<file path="config.mk">
export PLATFORM = sky130hd
export DESIGN_NAME = mem_arbiter
export DESIGN_NICKNAME = d
export VERILOG_FILES = /design/src/rtl/mem_arbiter.sv
export SDC_FILE = /design/constraint.sdc
export NUM_CORES = 1
export LEC_CHECK = 0
export ABC_AREA = 1
export CAP_MARGIN = 20
export CORE_ASPECT_RATIO = 0.5
export CORE_MARGIN = 2
export CORE_UTILIZATION = 48
export CTS_BUF_LIST = sky130_fd_sc_hd__clkbuf_16
export DETAILED_ROUTE_END_ITERATION = 16
export GPL_TIMING_DRIVEN = 0
export PLACE_DENSITY = 0.94
export SLEW_MARGIN = 10
export SYNTH_ARGS = -nofsm -noshare
export SYNTH_HDL_FRONTEND = slang
export SYNTH_SLANG_ARGS = --single-unit
</file>
<file path="constraint.sdc">
create_clock -name clk -period 2.8 [get_ports clk]
set_input_delay 0.28 -clock clk [delete_from_list [all_inputs] [get_ports clk]]
set_output_delay 0.28 -clock clk [all_outputs]
set_load 0.01 [all_outputs]
</file>
<file path="src/rtl/mem_arbiter.sv">
// ---------------------------------------------------------------------------
// mem_arbiter
// Shares the single-port data memory (mem_data) between the core load/store
// path (port 0) and the host/debug loader (port 1).
//
// The arbiter takes one request at a time through IDLE -> ACCESS (-> RESP).
// - Contention is resolved round-robin. Port 0 wins the first contention after reset.
// - Out-of-range accesses raise err. An out-of-range write is suppressed.
//   An out-of-range read returns 0.
// - Read data is registered before it is returned.
//
// Optional feature: define MEM_ARB_PERF_EN to add per-port 16-bit saturating
// grant counters (p0_count, p1_count) with a synchronous clear (perf_clr).
// ---------------------------------------------------------------------------
module mem_arbiter #(
   parameter int p_WORD_LEN      = 16,
   parameter int p_ADDR_LEN      = 16,
   parameter int p_DATA_MEM_SIZE = 1024
) (
   input  logic                  clk,
   input  logic                  rst,
   // port 0: core load/store path
   input  logic                  p0_req,
   input  logic                  p0_wen,
   input  logic [p_ADDR_LEN-1:0] p0_addr,
   input  logic [p_WORD_LEN-1:0] p0_wdata,
   output logic                  p0_gnt,
   output logic                  p0_rvalid,
   output logic [p_WORD_LEN-1:0] p0_rdata,
   // port 1: host/debug loader
   input  logic                  p1_req,
   input  logic                  p1_wen,
   input  logic [p_ADDR_LEN-1:0] p1_addr,
   input  logic [p_WORD_LEN-1:0] p1_wdata,
   output logic                  p1_gnt,
   output logic                  p1_rvalid,
   output logic [p_WORD_LEN-1:0] p1_rdata,
   // mem_data interface
   output logic [p_ADDR_LEN-1:0] mem_addr,
   output logic [p_WORD_LEN-1:0] mem_wdata,
   output logic                  mem_wen,
   input  logic [p_WORD_LEN-1:0] mem_rdata,
`ifdef MEM_ARB_PERF_EN
   input  logic                  perf_clr,
   output logic [15:0]           p0_count,
   output logic [15:0]           p1_count,
`endif
   output logic                  busy,
   output logic                  err
);

   typedef enum logic [1:0] {
      ST_IDLE,
      ST_ACCESS,
      ST_RESP
   } state_e;

   localparam logic [31:0] lp_MEM_SIZE = 32'(p_DATA_MEM_SIZE);

   state_e                  state_q,   state_d;
   logic                    rr_last_q, rr_last_d;   // port granted most recently
   logic                    win_q,     win_d;       // port owning the current access
   logic                    wen_q,     wen_d;
   logic [p_ADDR_LEN-1:0]   addr_q,    addr_d;
   logic [p_WORD_LEN-1:0]   wdata_q,   wdata_d;
   logic [p_WORD_LEN-1:0]   rdata_q,   rdata_d;     // registered read response
   logic [p_WORD_LEN-1:0]   p0_hold_q, p0_hold_d;   // last data returned to port 0
   logic [p_WORD_LEN-1:0]   p1_hold_q, p1_hold_d;   // last data returned to port 1
   logic                    in_range;
   logic                    winner;

   // Unsigned full-width compare; addresses never wrap into the valid range.
   assign in_range = (32'(addr_q) < lp_MEM_SIZE);
   assign busy     = (state_q != ST_IDLE);

   // Next-state, arbitration and output decode.
   always_comb begin
      // NOTE: every signal gets a default before the case so no path leaves one
      // unassigned; that is what keeps this block free of inferred latches.
      state_d   = state_q;
      rr_last_d = rr_last_q;
      win_d     = win_q;
      wen_d     = wen_q;
      addr_d    = addr_q;
      wdata_d   = wdata_q;
      rdata_d   = rdata_q;
      p0_hold_d = p0_hold_q;
      p1_hold_d = p1_hold_q;
      p0_gnt    = 1'b0;
      p1_gnt    = 1'b0;
      p0_rvalid = 1'b0;
      p1_rvalid = 1'b0;
      p0_rdata  = p0_hold_q;
      p1_rdata  = p1_hold_q;
      mem_addr  = '0;
      mem_wdata = '0;
      mem_wen   = 1'b0;
      err       = 1'b0;

      // Single requester wins outright; on contention the port not served last wins.
      winner = (p0_req && p1_req) ? ~rr_last_q : p1_req;

      unique case (state_q)
         ST_IDLE: begin
            // Grants are combinational from req, so they are gated by reset
            // to keep every output low while reset is asserted.
            if ((p0_req || p1_req) && rst) begin
               p0_gnt    = ~winner;
               p1_gnt    = winner;
               win_d     = winner;
               rr_last_d = winner;
               wen_d     = winner ? p1_wen   : p0_wen;
               addr_d    = winner ? p1_addr  : p0_addr;
               wdata_d   = winner ? p1_wdata : p0_wdata;
               state_d   = ST_ACCESS;
            end
         end
         ST_ACCESS: begin
            mem_addr  = addr_q;
            mem_wdata = wdata_q;
            mem_wen   = wen_q & in_range;
            err       = ~in_range;
            if (wen_q) begin
               state_d = ST_IDLE;
            end else begin
               rdata_d = in_range ? mem_rdata : '0;
               state_d = ST_RESP;
            end
         end
         ST_RESP: begin
            if (win_q) begin
               p1_rvalid = 1'b1;
               p1_rdata  = rdata_q;
               p1_hold_d = rdata_q;
            end else begin
               p0_rvalid = 1'b1;
               p0_rdata  = rdata_q;
               p0_hold_d = rdata_q;
            end
            state_d = ST_IDLE;
         end
         default: state_d = ST_IDLE;
      endcase
   end

   // State and datapath registers; async reset clears everything so the
   // decoded memory strobes drop as soon as rst falls.
   always_ff @(posedge clk or negedge rst) begin
      if (!rst) begin
         state_q   <= ST_IDLE;
         rr_last_q <= 1'b1;
         win_q     <= 1'b0;
         wen_q     <= 1'b0;
         addr_q    <= '0;
         wdata_q   <= '0;
         rdata_q   <= '0;
         p0_hold_q <= '0;
         p1_hold_q <= '0;
      end else begin
         // NOTE: non-blocking assignments so every flop samples the values
         // from before this edge, independent of statement order.
         state_q   <= state_d;
         rr_last_q <= rr_last_d;
         win_q     <= win_d;
         wen_q     <= wen_d;
         addr_q    <= addr_d;
         wdata_q   <= wdata_d;
         rdata_q   <= rdata_d;
         p0_hold_q <= p0_hold_d;
         p1_hold_q <= p1_hold_d;
      end
   end

`ifdef MEM_ARB_PERF_EN
   logic [15:0] p0_count_q, p0_count_d;
   logic [15:0] p1_count_q, p1_count_d;

   // Saturating grant counters; clear beats increment in the same cycle.
   always_comb begin
      p0_count_d = p0_count_q;
      p1_count_d = p1_count_q;
      if (perf_clr) begin
         p0_count_d = '0;
         p1_count_d = '0;
      end else begin
         if (p0_gnt && (p0_count_q != 16'hFFFF)) p0_count_d = p0_count_q + 16'd1;
         if (p1_gnt && (p1_count_q != 16'hFFFF)) p1_count_d = p1_count_q + 16'd1;
      end
   end

   // Counter registers.
   always_ff @(posedge clk or negedge rst) begin
      if (!rst) begin
         p0_count_q <= '0;
         p1_count_q <= '0;
      end else begin
         p0_count_q <= p0_count_d;
         p1_count_q <= p1_count_d;
      end
   end

   assign p0_count = p0_count_q;
   assign p1_count = p1_count_q;
`endif

endmodule

</file>
==> results.toml <==
[clocking]
cts_inserted_buffers = 9
cts_num_sinks = 85
root_buffer = "clkbuf_16"
cts_tree = "yes"
htreeDepth = 3
cts.clk_slew.worst_paths_ns = 0.07
cts_buffer_depth = 2
clk_latency_ns = 0.35

[die]
start_util_pct = 48.8
rows = 24
dieArea_um2 = 9540
die_x_um = 136
ios = 157
die_h_um = 70.1
coreArea_um2 = 8590

[worst_setup_path]
crit_arrival_ns = 2.31
path_cells = "dlygate4sd3_1, buf_6, inv_1, nor2_1, nand2_2, buf_2, nor2_1, clkdlybuf4s50_1"
end_kind = "output pin"
cp.required_ns = 2.52
path_delay_family = "buffers and inverters"
crit_fanout = 26
critical_path.most_common_cell = "nor2_1"
crit_buf_inv = 5
critPathLaunchType = "input port"
cp_slowest_cell = "clkdlybuf4s50_1"
critical_path_class = "input port to output pin"
critPathMaxStageDelay_ns = 0.55

[pwr]
pwr_density_cell_nw_per_um2 = 782
p_leak_nw = 3.32
p_total_mw = 4.87
ir_drop_mv = 0.391

[timing]
final.setup.worst_slack_ns = 0.208
rsz0062_at_grt = "no"
slew_violations = 0
slew_headroom_pct = 68.6
layout_min_cycle_time_ns = 2.59
finalClockSkew_ns = 0.00873
period_share_pct = 92.6
fmax_mhz = 386
setup_viol = 0
tns_ns = 0
worst_slew_pin_slew_ns = 0.471
hold_viol_final = 0

[yosys]
ys_warn_count = 0
post_synth.cell_area_avg_um2 = 7.10
synth-edff-count = 0
netlist_area_um2 = 4190
yosys-top-cells-area = "dfrtp_1 50%, nand2_1 27%, inv_1 5.0%, nor2_1 4.8%, nand3_1 3.9%"
synth-async-reset-ratio_pct = 100
synth_fp_nets = 676
ys_seq_area_share_pct = 50.8
ys.flop_type = "dfrtp_1"
postSynthCellCount = 590
synth_cell_types = 19
ys_ff_latch = 85
synth_top_cell_by_area = "dfrtp_1"
synth_top_area_share_pct = 50.2

[placement]
io_buffers = 155
gp_congestion = 0.876
hpwl_um = 8920
place_ws_ns = 0.358

[global_routing]
grt.met3_usage_pct = 6.32
grt_pass1_wl_um = 20600
use_met1_pct = 34.8
overflow = 0
top_usage_layer = "met2"
antenna_found_initial = 0
grt_pass1_vias = 4210
grt.total_usage_pct = 27.9
grt_max_degree = 63
met2_usage_pct = 48.5

[drt]
drtAntennaViolNets = 0
vias_per_cell = 4.94
drc = 0
drtIter0Drc = 338
routed_wl_um = 12700
drt_pre_antenna_iters = 6
wl_per_cell_um = 14.4
vias = 4351

[finish]
nFillCells = 609
utilization_pct = 72.5
n_antenna_cell = 0
layout_commonest_cell = "nand2_1"
final_nets = 844
area_delta_synth_final_pct = 48.6
most-common-layout-cells = "304 x nand2_1, 154 x clkdlybuf4s50_1, 84 x dfrtp_1, 56 x inv_1, 54 x nor2_1"
drive_gt1_share_pct = 6.95

[job]
drv_cap = 0

[outcome]
outcome = "complete, no violations"

[hold_path]
min_path_type = "input port to async pin"
==> final cells by class <==
class,instances,area (um2),area share [%]
tap,117,146,2.35
timing repair buffer,157,1590,25.5
inverter,58,218,3.50
clock inverter,7,73.8,1.19
sequential,85,2130,34.2
multi-input combinational,418,1680,26.9
clock buffer,9,225,3.62
buffer,29,166,2.67
==> per-stage QoR <==
stage | hold slack (ns) | instances | cell area, um2
2_1_floorplan | -0.0156 | 590 | 4190
6_report | 0.358 | 880 | 6230
3_5_place_dp | 0.223 | 863 | 5910
5_1_grt | 0.396 | 880 | 6230
4_1_cts | 0.377 | 880 | 6220
3_3_place_gp | 0.455 | 862 | 5890
==> layer usage <==
metal	up-vias	wire, um
met3	27	660
met2	162	6520
met1	2071	5240
li1	2091	-
met4	0	269
met5	-	0
==> power by group <==
group          internal [mW]  switching, mW  leakage, nW
Sequential              1.64          0.200         1.12
Clock                  0.632          0.564        0.148
Combinational          0.863          0.962         2.06
Total                   3.14           1.73         3.32
==> worst register-to-register path: cells and delay by family (launching register included) <==
family        cells  cell delay [ns]
buf+inv           1             0.26
flops             1             0.54
simple gates      6             0.68
==> worst paths after layout <==
path | slack [ns] | start | depth (start not counted) | end
setup / recovery | 0.21 | rst | 8 | p0_gnt
max in group asynchronous | 1.88 | rst | 3 | p1_hold_q[5]
hold reg to reg | 0.48 | rr_last_q | 2 | rr_last_q
min in group clk | 0.39 | p1_req | 5 | addr_q[3]
setup reg to reg | 1.28 | rr_last_q | 7 | wen_q
hold / removal | 0.36 | rst | 2 | addr_q[4]
==> kinds of logic after synthesis <==
kind of cell | after synthesis | share of synthesized area [%]
and+or+nand+nor | 402 | 38.1
buffers and inverters | 87 | 9.17
DFF | 85 | 50.8
AOI/OAI and AO/OA | 16 | 1.91
==> synth_stat cells (2+ instances only) <==
master	count
buf_1	2
buf_2	16
buf_4	4
buf_6	3
clkbuf_1	4
dfrtp_1	84
inv_1	56
inv_2	2
nand2_1	304
nand2_2	3
nand3_1	33
nor2_1	54
nor2_2	2
nor2_4	3
o21ai_0	16
==> state kept, by name (all words and copies together), names as in the netlist, 2 cells and up <==
signal     count
p0_hold_q     16
p1_hold_q     16
rdata_q       16
addr_q        16
state_q        2
wdata_q       16
==> timing repair <==
action	CTS	global route
hold endpoints to repair	22	0
hold buffers	1	0
setup buffers	0	0
resized for setup	0	1
endpoints found under the setup margin	0	1
Note: power is estimated with default switching activity, not from simulation.
